`config.mk`:
```
export PLATFORM = sky130hd
export DESIGN_NAME = memory_access_stage
export DESIGN_NICKNAME = d
export VERILOG_FILES = /design/src/rtl/memory_access_stage_pkg.sv /design/src/rtl/memory_access_stage_wait_counter.sv /design/src/rtl/memory_access_stage.sv
export SDC_FILE = /design/constraint.sdc
export NUM_CORES = 1
export LEC_CHECK = 0
export ABC_AREA = 1
export CELL_PAD_IN_SITES_DETAIL_PLACEMENT = 2
export CELL_PAD_IN_SITES_GLOBAL_PLACEMENT = 2
export CORE_UTILIZATION = 23
export DETAILED_ROUTE_END_ITERATION = 16
export PLACE_DENSITY = 0.86
export SLEW_MARGIN = 20
export SYNTH_ARGS = -nofsm -noshare
export SYNTH_HDL_FRONTEND = slang
export SYNTH_SLANG_ARGS = --single-unit
```
`constraint.sdc`:
```
create_clock -name clk -period 1.35 [get_ports clk]
set_input_delay 0.27 -clock clk [delete_from_list [all_inputs] [get_ports clk]]
set_output_delay 0.27 -clock clk [all_outputs]
set_load 0.02 [all_outputs]
```
`src/rtl/memory_access_stage_pkg.sv`:
```
// memory_access_stage_pkg: shared pipeline definitions (MA state encoding, ack timeout default)
package memory_access_stage_pkg;
    typedef enum logic {IDLE = 1'b0, WAIT = 1'b1} ma_state_t;
    localparam int MA_TIMEOUT = 255;
endpackage

```
`src/rtl/memory_access_stage_wait_counter.sv`:
```
// ma_wait_counter: counts WAIT cycles without ack, flags the cycle at which the timeout edge fires
module ma_wait_counter
    import memory_access_stage_pkg::*;
#(
    parameter int TIMEOUT = MA_TIMEOUT
) (
    input  logic clk,
    input  logic rst_n,
    input  logic clr,
    input  logic en,
    output logic tc
);
    localparam int W = $clog2(TIMEOUT + 1);
    logic [W-1:0] cnt;
    always_ff @(posedge clk or negedge rst_n) begin
        if (!rst_n) cnt <= '0;
        else if (clr) cnt <= '0;
        else if (en) cnt <= cnt + W'(1);
    end
    // tc is high in the last WAIT cycle, so the counter reaches TIMEOUT on the exit edge
    assign tc = cnt == W'(TIMEOUT - 1);
endmodule

```
`src/rtl/memory_access_stage.sv`:
```
// memory_access_stage: EX/MA -> MA/WB stage with a two-state data-memory handshake and ack timeout
module memory_access_stage
    import memory_access_stage_pkg::*;
#(
    parameter int TIMEOUT = MA_TIMEOUT
) (
    input  logic        clk,
    input  logic        rst_n,
    input  logic        valid_in,
    input  logic        isld_in,
    input  logic        isst_in,
    input  logic        iswb_in,
    input  logic        iscall_in,
    input  logic [3:0]  rd_in,
    input  logic [31:0] aluresult_in,
    input  logic [31:0] op2_in,
    input  logic [31:0] pc_in,
    output logic        stall_out,
    output logic        mem_req,
    output logic        mem_we,
    output logic [31:0] mem_addr,
    output logic [31:0] mem_wdata,
    input  logic        mem_ack,
    input  logic [31:0] mem_rdata,
    output logic        valid_out,
    output logic        iswb,
    output logic        iscall,
    output logic        isld,
    output logic [3:0]  rd,
    output logic [31:0] aluresult1,
    output logic [31:0] ldresult,
    output logic [31:0] pc_current,
    output logic        mem_err
);
    ma_state_t st, st_nxt;
    logic        in_wait, accept, alu_go, done, tc;
    logic        l_wb, l_call, l_ld, l_st;
    logic [3:0]  l_rd;
    logic [31:0] l_addr, l_data, l_pc;

    assign in_wait = st == WAIT;
    assign accept  = !in_wait && valid_in && (isld_in || isst_in);
    assign alu_go  = !in_wait && valid_in && !isld_in && !isst_in;
    assign done    = in_wait && (mem_ack || tc);

    assign stall_out = in_wait;
    assign mem_req   = in_wait;
    assign mem_we    = in_wait && l_st;
    assign mem_addr  = in_wait ? l_addr : '0;
    assign mem_wdata = in_wait ? l_data : '0;

    ma_wait_counter #(.TIMEOUT(TIMEOUT)) u_cnt (
        .clk   (clk),
        .rst_n (rst_n),
        .clr   (accept),
        .en    (in_wait && !mem_ack),
        .tc    (tc)
    );

    always_ff @(posedge clk or negedge rst_n) begin
        if (!rst_n) st <= IDLE;
        else st <= st_nxt;
    end

    always_comb begin
        st_nxt = st;
        st_nxt = in_wait ? (done ? IDLE : WAIT) : (accept ? WAIT : IDLE);
    end

    always_ff @(posedge clk or negedge rst_n) begin
        if (!rst_n) begin
            l_rd   <= '0;
            l_wb   <= 1'b0;
            l_call <= 1'b0;
            l_ld   <= 1'b0;
            l_st   <= 1'b0;
            l_addr <= '0;
            l_data <= '0;
            l_pc   <= '0;
        end else if (accept) begin
            l_rd   <= rd_in;
            l_wb   <= iswb_in;
            l_call <= iscall_in;
            l_ld   <= isld_in;
            l_st   <= isst_in;
            l_addr <= aluresult_in;
            l_data <= op2_in;
            l_pc   <= pc_in;
        end
    end

    always_ff @(posedge clk or negedge rst_n) begin
        if (!rst_n) begin
            valid_out  <= 1'b0;
            iswb       <= 1'b0;
            iscall     <= 1'b0;
            isld       <= 1'b0;
            rd         <= '0;
            aluresult1 <= '0;
            ldresult   <= '0;
            pc_current <= '0;
            mem_err    <= 1'b0;
        end else begin
            valid_out <= alu_go || done;
            mem_err   <= mem_err || (in_wait && tc && !mem_ack);
            if (alu_go) begin
                iswb       <= iswb_in;
                iscall     <= iscall_in;
                isld       <= 1'b0;
                rd         <= rd_in;
                aluresult1 <= aluresult_in;
                ldresult   <= '0;
                pc_current <= pc_in;
            end else if (done) begin
                // a timed-out op still retires, but must not write back or return data
                iswb       <= l_wb && !l_st && mem_ack;
                iscall     <= l_call;
                isld       <= l_ld;
                rd         <= l_rd;
                aluresult1 <= l_addr;
                ldresult   <= (mem_ack && l_ld && !l_st) ? mem_rdata : '0;
                pc_current <= l_pc;
            end
        end
    end
endmodule
```
Word-level counts from Yosys, hierarchy flattened
Index checks and enable logic that the tools add are counted.
Operators by class
  equal/unequal tests: 1
  mux-type cells: 22
  reductions and logical operators: 24
  $add $sub $neg: 1
Operators with widths (count)
  32-bit 2-to-1 mux: 9
  8-bit 2-to-1 mux: 2
  1-bit logical AND: 13
  1-bit 2-to-1 mux: 9
  8-bit by 1-bit adder with 8-bit output (second input constant): 1
  8-bit equality test (second input constant): 1
  4-bit 2-to-1 mux: 2
  1-bit logical NOT: 5
  1-bit logical OR: 4
  2-bit nonzero test: 2
Word-level totals
  logic and storage cells: 67
  output and inout bits: 172
  input bits: 140
  bits in registers: 218

Logic depth before layout (Yosys ltp)
Gate-level depths: netlist of the first run.
  depth after elaboration: 5
  mapped depth: 11
  mapped depth without buffers: 10

Hierarchy
Synthesis of the first run repeated with hierarchy kept, for this count alone.
Unflattened totals
  cell total of the unflattened synthesis: 1255
  area, all modules: 9820.7 µm²
By module, submodules not included
  memory_access_stage: area each 9354.0 µm², seq. area each 5255.0 µm², times used 1, cells an instance 1196
  ma_wait_counter: area each 466.7 µm², seq. area each 200.2 µm², times used 1, cells an instance 59

Least setup slack after synthesis of the first run
No wires, ideal clock.
  kind: flip-flop to output port
  from: reg st (netlist: mem_req)
  to: out mem_addr[24]
  data arrival time: 1367 ps
  data required time: 1080 ps
  path slack: -287 ps
  cell stages (with the launch flop): 6
  buffers on the path: 3
  path through: dfrtp_1 > buf_2 > buf_2 > buf_1 > nand2_1 > inv_1
Between the ends
  cells in the longest elaborated chain, start to end: 1
Ends and longest elaborated chain
  from (decl): RTL line memory_access_stage.sv:35  | ma_state_t st, st_nxt;
  from (signal assigned): RTL line memory_access_stage.sv:62  | else st <= st_nxt;
  32-bit 2-to-1 mux: RTL line memory_access_stage.sv:49  | assign mem_addr = in_wait ? l_addr : '0;
  to (decl): RTL line memory_access_stage.sv:21  | output logic [31:0] mem_addr,
Every way passes these cells.

Final worst setup path of the first run
  from: reg st (netlist: mem_req)
  to: reg l_addr[17]
Between the ends
  cells in the longest elaborated chain, start to end: 3
Ends and longest elaborated chain
  1-bit logical NOT: RTL line memory_access_stage.sv:42  | assign accept = !in_wait && valid_in && (isld_in || isst_in);
  1-bit logical AND (2 in a row): RTL line memory_access_stage.sv:42
  to (signal assigned): RTL line memory_access_stage.sv:86  | l_addr <= aluresult_in;
  to (decl): RTL line memory_access_stage.sv:39  | logic [31:0] l_addr, l_data, l_pc;
Every way passes these cells.
A chain may end at the register's enable or synchronous reset.

==> results_dict.tcl, run 1 <==
set metrics [dict create \
    status "complete, but fails checks" \
    violations "setup timing" \
    dp.cells 2237 \
    vias 11500 \
    die_h_um 212 \
    fp.dieW_um 212 \
    synthTopCellsByArea "dfrtp_1 54%, nand2_1 20%, inv_1 6.5%" \
    drt_wl_total_mm 61.1 \
    first_pass_iters 5 \
    grt_max_degree 46 \
    r2r-start "mem_req" \
    syn_nets 1464 \
    antenna_found_initial 6 \
    syn_area_per_cell_um2 7.68 \
    hpwl_mm 28.6 \
    crit_type "register to register" \
    crit_family "buffers and inverters" \
    cts_buffers 28 \
    drive_gt1_share_pct 35.1 \
    grt_pass1_vias 12800 \
    final_cells 2431 \
    cts.clk_slew.worst_paths_ps 60 \
    whs_ps 207 \
    reg2reg_to "l_addr[17]" \
    root_buffer "clkbuf_16" \
    viasPerCell 4.73 \
    ios 312 \
    synth_top_cell_by_area "dfrtp_1" \
    clk_latency_ps 570 \
    critPathMaxFanout 13 \
    end_kind "register" \
    core_area_um2 43300 \
    timing.final.ws_setup_ps -736 \
    cts_tree "built" \
    p_per_area_nw_per_um2 1540 \
    yosys.area_share.xor_xnor_pct 0 \
    clockBufferDepth 3 \
    grt_use_total_pct 22.1 \
    start_util_pct 23.5 \
    avgRoutedWirePerCell_um 25.1 \
    worstPathRequired_ps 1780 \
    crit_arrival_ps 2520 \
    fin_setup_tns_ps -145280 \
    initialDrtViolationCount 584 \
    critPathMaxStageDelay_ps 420 \
    syn_to_final_growth_pct 83.0 \
    drv_cap 0 \
    cp-start-kind "register" \
    fp.dieArea_um2 45000 \
    crit_chain "buf_4 -> buf_12 -> nor2_4 -> buf_12 -> buf_12 -> nand2_8 -> buf_6 -> o21ai_0" \
    crit_path_frequent_cell "buf_12" \
    htree_levels 1 \
    synth_top_area_share_pct 53.7 \
    reg2reg_depth 8 \
    synth.cell_area_um2 10100 \
    rows 76 \
    worst_pin_slew_ps 722 \
    fill_cells 4570 \
    synth_top_family_by_area "simple AND/OR/NAND/NOR gates" \
    fin_crit_ps 2090 \
    place.gp.congestion 0.766 \
    setup_viol 389 \
    synth.distinct_cells 25 \
    max-slew-margin-rel_pct 51.8 \
    yosysSeqAreaShare_pct 53.7 \
    synth-compound-area-share_pct 7.46 \
    drc 0 \
    r2r_slack_ps -740 \
    cp.buffers_inverters 5 \
    grt_pass1_wl_mm 76.0 \
    yosys_warnings 0 \
    pre_cts_slack_ps -599 \
    irDropWorstVdd_uv 962 \
    ant_nets 0 \
    hold_path_class "input port to asynchronous set/reset pin" \
    grt_setup_unrepaired "true" \
    finalHoldViolations 0 \
    synth-simple-area-share_pct 27.6 \
    skew_ps 17.0 \
    syn_inst 1322 \
    p_leak_nw 9.91 \
    port_buffers 311 \
    fin_crit_sh_pct 155 \
    ys_seq_elements 218 \
    overflow 0 \
    synth.area.mux_share_pct 0 \
    clock_sinks 218 \
    crit_slowest_cell "dfrtp_2" \
    synthAdderAreaFrac_pct 0.247 \
    drv_slew 0 \
    max_freq_mhz 479 \
    nets 1961 \
]
layout make-up:
type | instances | area [µm²] | area share [%]
Antenna cell | 5 | 12.5 | 0.0674
Clock buffer | 47 | 882 | 4.75
Clock inverter | 5 | 61.3 | 0.330
Inverter | 179 | 687 | 3.70
Multi-Input combinational cell | 849 | 4370 | 23.5
Sequential cell | 218 | 5460 | 29.4
Tap cell | 585 | 732 | 3.94
Timing Repair Buffer | 543 | 6370 | 34.3
state kept, by name, indices dropped and copies added, names as in the netlist, 4 cells and up:
signal and cells:
pc_current 32, l_rd 4, ldresult 32, l_addr 32, l_pc 32, rd 4, l_data 32, aluresult1 32
u_cnt.cnt 8
cell usage after synthesis:
library cell and number:
o21ai_1 25, and3_1 1, nand4_1 5, a31o_2 1, a32o_1 1, nor2_2 3
buf_1 6, buf_6 9, nor2_4 2, nand2_1 528, clkbuf_1 20, ha_1 2
nand2_4 2, inv_2 2, nor3_1 1, a21oi_1 3, o21bai_1 1, buf_2 42
nand3_1 111, nor2_1 37, inv_1 177, dfrtp_1 218, o21ai_0 118, nand2_2 3
buf_4 4
placed cells by master (no fill, tap or decap), types with 2 or more instances in the layout:
cell / instances
nand2_4: 22
inv_1: 132
nor2_1: 37
diode_2: 5
o21ai_1: 65
o21ai_2: 6
buf_8: 8
buf_16: 21
clkbuf_8: 11
nand2_8: 8
nand2_2: 65
buf_12: 46
a21oi_1: 3
nand3_4: 10
clkbuf_1: 8
nor2_4: 3
buf_4: 157
dfrtp_1: 217
nor2_2: 2
buf_2: 9
nand2_1: 443
o21ai_0: 72
nand4_1: 5
clkbuf_16: 50
clkdlybuf4s50_1: 138
clkinv_2: 3
inv_2: 45
nand3_1: 68
buf_6: 141
nand3_2: 33
timing repair:
action                                 in CTS  in global routing
hold buffers                                1                  0
gates resized for setup                  1065                237
buffers inserted                           69                 24
endpoints found under the hold margin     130                  0
setup endpoints to repair                 389                390
gates cloned                               20                 33
pin swaps                                  25                 40
power breakdown:
group	internal [mW]	switching [mW]	total, mW
Sequential	8.05	1.42	9.47
Combinational	5.31	5.98	11.3
Clock	4.61	3.25	7.86
routing by layer:
metal  vias to the layer above  track usage [%]  routed length, µm
met2                       387             41.0              31800
met3                       154             3.91               3100
met1                      5873             25.0              23500
met4                         6             7.87               2540
met5                         -                0                 44
li1                       5067                -                  -
worst max-delay path by stage:
stage / from / to / cells after the start
after floorplan: u_cnt.cnt[0] / aluresult1[0] / 11
after global placement: valid_in / pc_current[15] / 9
after detailed placement: valid_in / pc_current[21] / 9
after CTS: mem_req / mem_addr[13] / 5
after global routing: mem_req / l_addr[17] / 8
final: mem_req / l_addr[17] / 8
kinds of logic (layout without fill, tap and decap cells):
family / after synthesis / count (layout)
and+or+nand+nor: 693 / 698
other: 0 / 5
buffers and inverters: 260 / 774
adders and majority gates: 2 / 2
DFF: 218 / 218
AOI/OAI and AO/OA: 149 / 149
through the flow:
step	total power [mW]	instance area, µm²	utilization, %
floorplan	12.8	10200	-
global placement	17.0	14600	33.8
detailed placement	17.5	14600	33.8
CTS	26.8	17100	39.4
global route	29.8	18600	42.9
finish	28.6	18600	42.9
Note: power is estimated with default switching activity, not from simulation.
==> run 2: changes to the inputs <==
- TNS_END_PERCENT: default -> 10
==> run 2 against run 1 <==
Net effect:
- the run still ends with setup timing left
- final cell count is 5.9% lower
- clock power fell by 2%
- sequential share of layout area rose by 5.1 points
- global-route usage fell by 4.2 points
- die area unchanged
- critical endpoint is now mem_wdata[28]
- first-iteration DRC count down 44%
- combinational power decreased by 25%
- critical path type is now register to primary output
- sequential power is 2.2% lower
- worst setup slack improved by 240 ps
- via count decreased by 11%
==> results_dict.tcl, run 2 (synthesized netlist as in run 1, its figures left out) <==
set metrics [dict create \
    clockBufferDepth 3 \
    crit_path_end "mem_wdata[28]" \
    fin_crit_ps 1850 \
    cts_buffers 28 \
    drt_wl_total_mm 42.7 \
    fp.dieArea_um2 45000 \
    die_h_um 212 \
    core_area_um2 43300 \
    crit_family "buffers and inverters" \
    mostFrequentLayoutCell "nand2_1" \
    num_antenna_cells 0 \
    vias 10300 \
    p_per_area_nw_per_um2 1610 \
    max-slew-margin-rel_pct 73.1 \
    finalHoldViolations 0 \
    critPathMaxFanout 8 \
    hold_path_class "input port to asynchronous set/reset pin" \
    pre_cts_slack_ps -652 \
    place.gp.congestion 0.759 \
    antenna_found_initial 1 \
    overflow 0 \
    critPathMaxStageDelay_ps 440 \
    worstPathRequired_ps 1080 \
    violations "setup timing" \
    r2r-start "mem_req" \
    clock_sinks 218 \
    nets 1826 \
    path_depth 5 \
    drv_slew 0 \
    grt_setup_unrepaired "true" \
    start_util_pct 23.5 \
    cp-start-kind "register" \
    reg2reg_to "aluresult1[26]" \
    grt_pass1_vias 11400 \
    crit_chain "buf_12 -> buf_16 -> nand2_1 -> inv_2 -> buf_6" \
    cts_tree "built" \
    timing.final.ws_setup_ps -496 \
    drive_gt1_share_pct 25.8 \
    root_buffer "clkbuf_16" \
    final_cell_mix "469 x nand2_1, 217 x dfrtp_1, 138 x clkdlybuf4s50_1" \
    first_pass_iters 4 \
    drv_cap 0 \
    setup_viol 365 \
    dpl-instance-area_um2 14600 \
    end_kind "primary output" \
    crit_slowest_cell "dfrtp_2" \
    post-route-cell-area_um2 15800 \
    skew_ps 13.8 \
    max_freq_mhz 542 \
    worst_pin_slew_ps 403 \
    grt_pass1_wl_mm 62.9 \
    status "complete, but fails checks" \
    reg2reg_depth 9 \
    ant_nets 0 \
    viasPerCell 4.48 \
    p_leak_nw 8.60 \
    syn_to_final_growth_pct 55.7 \
    rows 76 \
    hpwl_mm 28.4 \
    drc 0 \
    clk_latency_ps 550 \
    r2r_slack_ps -460 \
    crit_arrival_ps 1580 \
    grt_max_degree 66 \
    avgRoutedWirePerCell_um 18.7 \
    initialDrtViolationCount 326 \
    grt_use_total_pct 17.9 \
    port_buffers 311 \
    irDropWorstVdd_uv 743 \
    crit_type "register to primary output" \
    fill_cells 4834 \
    setup.worst_path.start "mem_req" \
    fin_crit_sh_pct 137 \
    ios 312 \
    fp.dieW_um 212 \
    cts.clk_slew.worst_paths_ps 60 \
    htree_levels 1 \
    cp.buffers_inverters 4 \
]
run 2: cell count changes in the layout (fill, tap and decap cells not counted), moves of 26 or more:
cell,previous run,this run
nand3_2,33,0
buf_4,157,77
buf_2,9,57
nand2_1,443,469
nand3_1,68,111
buf_6,141,93
run 2: how the worst min path moves through the flow:
stage | to | slack, ps | from
detailed placement | aluresult1[17] | 130 | rst_n
global placement | l_addr[17] | 130 | rst_n
CTS | l_addr[17] | 140 | rst_n
finish | l_addr[17] | 160 | rst_n
floorplan | aluresult1[0] | -30 | rst_n
global route | aluresult1[21] | 160 | rst_n
run 2: per-stage QoR:
stage	util (%)	TNS [ps]	hold slack [ps]	std cells	power, mW
global placement	33.7	-122040	135	2225	16.9
finish	36.5	-111860	161	2288	25.4
global route	36.5	-134160	158	2288	26.8
CTS	35.2	-126740	137	2279	25.0
floorplan	-	-11210	-25.6	1322	12.8
detailed placement	33.7	-131420	128	2225	17.5
run 2: layer usage:
metal	vias up	track usage [%]	wire, µm
met5	-	0.111	19
met4	2	5.02	1140
met3	71	3.78	2220
met2	260	32.3	21800
met1	5157	21.1	17500
li1	4764	-	-
run 2: what timing repair did:
item,in CTS,in global routing
endpoints found under the setup margin,389,390
pin swaps,0,9
resized for setup,682,307
gates cloned,1,8
hold buffers,1,0
hold endpoints to repair,178,0
setup buffers,3,1
run 2: report_power, final:
group / total, mW / switching [mW] / internal [mW]
sequential: 9.26 / 1.20 / 8.06
combinational: 8.50 / 4.80 / 3.70
clock: 7.67 / 2.97 / 4.70
total: 25.4 / 8.98 / 16.5
run 2: area by class of cell:
| class | count | area (µm²) | share of cell area [%] |
|---|---|---|---|
| clock inverters | 7 | 114 | 0.720 |
| flip-flops and latches | 218 | 5460 | 34.5 |
| multi-input cells | 844 | 3850 | 24.3 |
| repair buffers | 413 | 4160 | 26.3 |
| clock buffers | 42 | 815 | 5.15 |
| well taps | 585 | 732 | 4.63 |
| inverters | 179 | 684 | 4.33 |
==> run 3: changes to the inputs <==
- CORE_MARGIN: default -> 10
- CTS_CLUSTER_SIZE: default -> 10
==> run 3 against run 2 <==
Net effect:
- the flow still finishes with violations (setup timing)
- final area is 0.21% lower
- first-iteration DRC count is 30% higher
- clock skew is 1.2 ps higher
- count of clock-buffer cells in the layout is 1 higher
- clock power is 4.7% lower
- register-to-register slack hardly changed
- core utilization is 0.16 points lower
- non-clock buffer count is 4 higher
- sequential share of layout area is 0.071 points higher
- combinational power is 1% higher
==> results_dict.tcl, run 3 (synthesized netlist as in run 1, its figures left out) <==
set metrics [dict create \
    max-slew-margin-rel_pct 64.5 \
    critPathMaxStageDelay_ps 470 \
    reg2reg_to "aluresult1[23]" \
    port_buffers 311 \
    p_clk_share_pct 29.1 \
    p_total_mw 25.1 \
    grt_use_total_pct 16.5 \
    post-route-cell-area_um2 15800 \
    drc 0 \
    grt_pass1_wl_mm 70.6 \
    skew_ps 15.0 \
    core_area_um2 43400 \
    fp.dieArea_um2 52900 \
    min_to "l_data[27]" \
    grt_pass1_vias 12200 \
    p_sw_share_pct 35.7 \
    vias 10300 \
    ant_nets 0 \
    hold_path_class "input port to register" \
    worstPathRequired_ps 1080 \
    initialDrtViolationCount 425 \
    finalHoldViolations 0 \
    r2r-start "mem_req" \
    hold_path.startpoint "op2_in[27]" \
    cts_tree "built" \
    cts.clk_slew.worst_paths_ps 60 \
    htree_levels 1 \
    p_leak_nw 8.57 \
    viasPerCell 4.51 \
    cts_buffers 28 \
    fill_cells 4871 \
    avgRoutedWirePerCell_um 20.2 \
    drv_cap 0 \
    irDropWorstVdd_uv 841 \
    fin_crit_ps 1900 \
    drive_gt1_share_pct 23.3 \
    antenna_found_initial 4 \
    ios 312 \
    crit_chain "buf_6 -> clkbuf_16 -> nand2_2 -> inv_2 -> buf_4" \
    crit_type "register to primary output" \
    die_h_um 230 \
    crit_slowest_cell "dfrtp_2" \
    pwr-share-comb_pct 34.3 \
    hpwl_mm 31.3 \
    cp-start-kind "register" \
    setup_viol 360 \
    violations "setup timing" \
    rows 76 \
    syn_to_final_growth_pct 55.4 \
    hold_depth 3 \
    first_pass_iters 4 \
    max_freq_mhz 527 \
    clk_latency_ps 550 \
    start_util_pct 23.4 \
    dpl-instance-area_um2 14700 \
    drt_wl_total_mm 46.3 \
    r2r_slack_ps -470 \
    mostFrequentLayoutCell "nand2_1" \
    grt_setup_unrepaired "true" \
    overflow 0 \
    power_frac_seq_pct 36.7 \
    clock_sinks 218 \
    fp.dieW_um 230 \
    fin_crit_sh_pct 141 \
    status "complete, but fails checks" \
    timing.final.ws_setup_ps -548 \
    clockBufferDepth 3 \
    place.gp.congestion 0.767 \
    final_cell_mix "508 x nand2_1, 217 x dfrtp_1, 138 x clkdlybuf4s50_1" \
    crit_arrival_ps 1630 \
    worst_pin_slew_ps 532 \
    drv_slew 0 \
    critPathMaxFanout 8 \
    root_buffer "clkbuf_16" \
    reg2reg_depth 7 \
    p_per_area_nw_per_um2 1590 \
    switching_power_mw 8.98 \
    grt_max_degree 80 \
    intPower_mw 16.1 \
    end_kind "primary output" \
    nets 1830 \
]
==> run 3: cell count changes in the layout (fill, tap and decap cells not counted), sizes merged <==
cell / before / now
inv: 178 / 179
clkinv: 5 / 3
diode: 0 / 2
clkdlybuf4s15: 5 / 18
clkbuf: 54 / 47
bufinv: 3 / 1
buf: 257 / 256
==> run 3: per-layer routing <==
metal	vias up	wire length, µm	global-route usage, %
li1	4756	-	-
met1	5219	18700	18.9
met2	269	23800	30.1
met3	78	2500	3.55
met4	4	1220	4.95
met5	-	27	0
==> run 3: critical path, delay by kind of cell (launching register included) <==
kind                   cells  cell delay (ps)
and+or+nand+nor            1               70
buffers and inverters      4              530
DFF                        1              470
==> run 3: power by group through the flow <==
| stage | registers [mW] | logic, mW | clock network (mW) |
|---|---|---|---|
| CTS | 9.11 | 8.42 | 7.57 |
| finish | 9.21 | 8.61 | 7.31 |
| global placement | 9.02 | 8.06 | 0 |
| floorplan | 9.90 | 2.89 | 0 |
| global route | 9.41 | 9.43 | 7.85 |
| detailed placement | 9.13 | 8.46 | 0 |
==> run 3: layout make-up <==
| type | count | area (µm²) | area share, % |
|---|---|---|---|
| flip-flops and latches | 218 | 5460 | 34.6 |
| repair buffers | 417 | 4280 | 27.1 |
| multi-input cells | 844 | 3750 | 23.8 |
| clock buffers | 43 | 828 | 5.25 |
| well taps | 585 | 732 | 4.64 |
| inverters | 179 | 674 | 4.28 |
| clock inverters | 4 | 45.0 | 0.286 |
| diodes | 2 | 5.00 | 0.0317 |
==> run 3: through the flow <==
stage          utilization, %  hold WS [ps]  cells  setup slack [ps]  setup TNS [ps]
6_report                 36.4           265   2292              -548          -91290
5_1_grt                  36.4           256   2292              -611         -122700
4_1_cts                  35.8           232   2288              -578         -120300
3_5_place_dp             33.8           262   2237              -589         -121880
3_3_place_gp             33.8           264   2237              -493         -107810
2_1_floorplan               -         -25.6   1322             -66.6          -11210
==> run 3: worst max path at each step <==
stage / from / end / slack (ps) / cells after the start
floorplan: u_cnt.cnt[0] / aluresult1[0] / -70 / 11
global placement: valid_in / iswb / -490 / 8
detailed placement: valid_in / aluresult1[23] / -590 / 8
CTS: mem_req / mem_addr[30] / -580 / 5
global route: mem_req / mem_addr[30] / -610 / 5
finish: mem_req / mem_wdata[18] / -550 / 5
==> run 3: repair_timing <==
item / 4_1_cts / 5_1_grt
setup endpoints to repair: 390 / 390
hold buffers: 1 / 0
cloned: 1 / 3
endpoints found under the hold margin: 28 / 0
gates resized for setup: 622 / 305
pin swaps: 0 / 6
buffers inserted: 2 / 0
==> RTL edit: new RTL, settings of run 3 <==
The package constant `MA_TIMEOUT` goes from 255 to 510.
--- a/src/rtl/memory_access_stage_pkg.sv
+++ b/src/rtl/memory_access_stage_pkg.sv
@@ -1,6 +1,6 @@
 // memory_access_stage_pkg: shared pipeline definitions (MA state encoding, ack timeout default)
 package memory_access_stage_pkg;
     typedef enum logic {IDLE = 1'b0, WAIT = 1'b1} ma_state_t;
-    localparam int MA_TIMEOUT = 255;
+    localparam int MA_TIMEOUT = 510;
 endpackage
 
Check against the original RTL: no difference found for any inputs over 4 cycles, from zero or initial values and one cycle with rst_n low; that may be too few to reach the edited logic, so the function may still have changed.
==> RTL edit against run 3 <==
The flow still finishes with violations (setup timing). Power increased by 2.6%. Synthesized cell count increased by 1.2%. Cell area up 5.9%. Area after synthesis grew 2.8%. Clock skew grew 4.5 ps. Wire length increased by 7.3%. Combinational power grew 6.6%. Maximum frequency down 6.9%. Worst setup slack got worse by 140 ps. Sequential cell count increased by 1.
==> RTL edit: results (changes against run 3) <==
leakage power -> 8.888 nW (was 8.574 nW)
nets@finish -> 1864 (was 1830)
final HPWL from detailed placement -> 32.15 mm (was 31.28 mm)
CP max-delay cell -> dfrtp_2 (unchanged)
DR WL/cell -> 21.26 µm (was 20.18 µm)
DR WL met2 -> 26.18 mm (was 23.83 mm)
post-synth cell types -> 27 (was 25)
failing checks -> setup timing (unchanged)
via/cell ratio -> 4.477 (was 4.505)
Final setup viols -> 368 (was 360)
clock root cell -> clkbuf_16 (unchanged)
DRT met1 WL -> 19.54 mm (was 18.67 mm)
Area contributors post-synth -> dfrtp_1 (53%), nand2_1 (19%), o21ai_0 (6.9%) (was dfrtp_1 (54%), nand2_1 (20%), inv_1 (6.5%))
dpl ws -> -554.0 ps (was -589.3 ps)
setup TNS -> -151750 ps (was -91290 ps)
htree depth -> 1 (unchanged)
GRT Util Overall -> 16.31% (was 16.52%)
initial DRC count -> 362 (was 425)
vias in the first global route -> 11980 (was 12210)
post-synthesis sequential area ratio -> 52.51% (was 53.75%)
post-route setup slack -> -689.4 ps (was -548.2 ps)
largest delay contributor family on the critical path -> buffers and inverters (unchanged)
Int Pwr -> 16.44 mW (was 16.15 mW)
placed instance area -> 14820 µm² (was 14670 µm²)
TritonRoute pass-1 iters -> 4 (unchanged)
Met3 Wirelength -> 3.034 mm (was 2.499 mm)
I/O Buffers -> 311 (unchanged)
maximum fanout along the worst path -> 46 (was 8)
status -> finished with violations (unchanged)
first-pass GRT wire length -> 70.73 mm (was 70.60 mm)
fraction of layout cells with a size suffix above 1 -> 29.71% (was 23.28%)
HP Class -> primary input to asynchronous set/reset pin (was primary input to flip-flop)
syn_area_per_cell -> 7.801 µm² (was 7.678 µm²)
CTS buffer count -> 28 (unchanged)
via count -> 10450 (was 10330)
Syn Nets -> 1480 (was 1464)
Rel. slew slack -> 75.16% (was 64.53%)
worst path arrival time -> 2450 ps (was 1630 ps)
antenna violations before repair -> 5 (was 4)
Clock Latency Late Sink -> 560 ps
max incr delay on CP -> 430 ps (was 470 ps)
Synth Flop Type -> dfrtp_1 (unchanged)
top cells by count, synth -> nand2_1 (531), dfrtp_1 (219), inv_1 (183) (was nand2_1 (528), dfrtp_1 (218), inv_1 (177))
Placed Cells incl. Taps -> 2250 (was 2237)
RD Place Congestion -> 0.7794 (was 0.7667)
Reg clk slew, reported paths -> 60 ps (about the same)
largest net degree at the start of global routing -> 93 (was 80)
Setup Skew -> 19.42 ps (was 14.96 ps)
Yosys warnings -> 0 (unchanged)
VDD IR max -> 0.0009004 V (was 0.0008407 V)
-- RTL edit: cell count changes after synthesis, sizes merged, moves of 3 or more --
cell | before | now
nand4 | 5 | 2
buf | 61 | 57
inv | 179 | 184
o21ai | 143 | 147
clkbuf | 20 | 24
nand2 | 533 | 537
-- RTL edit: power groups by stage --
stage	Sequential (mW)	Clock, mW	Combinational [mW]
after CTS	9.22	7.50	8.73
after floorplan	9.98	0	2.97
after detailed placement	9.22	0	8.51
after global placement	9.08	0	8.11
final	9.34	7.26	9.18
after global routing	9.56	7.76	10.0
-- RTL edit: worst paths after layout --
path | cells past startpoint | start | to | slack [ps]
max | 10 | mem_req | l_addr[4] | -690
min | 2 | rst_n | l_addr[15] | 230
max reg2reg | 10 | mem_req | l_addr[4] | -690
min reg2reg | 2 | l_data[8] | l_data[8] | 470
max in group asynchronous | 3 | rst_n | ldresult[1] | 570
min in group clk | 3 | op2_in[8] | l_data[8] | 260
-- RTL edit: repair_timing --
action / in CTS / in global routing
hold buffers: 1 / 0
gates resized for setup: 593 / 445
endpoints found under the hold margin: 219 / 0
setup endpoints to repair: 391 / 391
cloned: 2 / 16
setup buffers: 5 / 10
pin swaps: 8 / 24
-- RTL edit: cells by family (layout without fill, tap and decap cells) --
group	count (synthesis)	in the layout	synth area share [%]
AOI/OAI and AO/OA	154	154	7.492
adders and majority gates	2	2	0.2397
buffers and inverters	265	665	11.39
DFF	219	219	52.51
other	0	3	0
and+or+nand+nor	698	700	28.37
-- RTL edit: final cells by class --
cell class                 count  area (µm²)
sequential                   219        5482
antenna                        3       7.507
clock buffer                  46       869.6
timing repair buffer         433        4601
tap                          592       740.7
multi-input combinational    856        4298
inverter                     184       693.2
fill                        4902       27810
clock inverter                 2       10.01
-- RTL edit: routing by layer --
layer,GRT usage [%],vias up
met5,0,-
met4,3.165,4
met3,4.551,58
met2,30.36,244
met1,18.18,5285
li1,-,4863
-- RTL edit: worst reg2reg max path, stage by stage, from the launching register on --
cell and delay, ps:
dfrtp_2 430, buf_8 140, buf_16 140, buf_8 120, nor2_4 130, buf_12 160
buf_8 120, nand2_8 120, clkbuf_16 280, nand2_1 130, o21ai_0 120
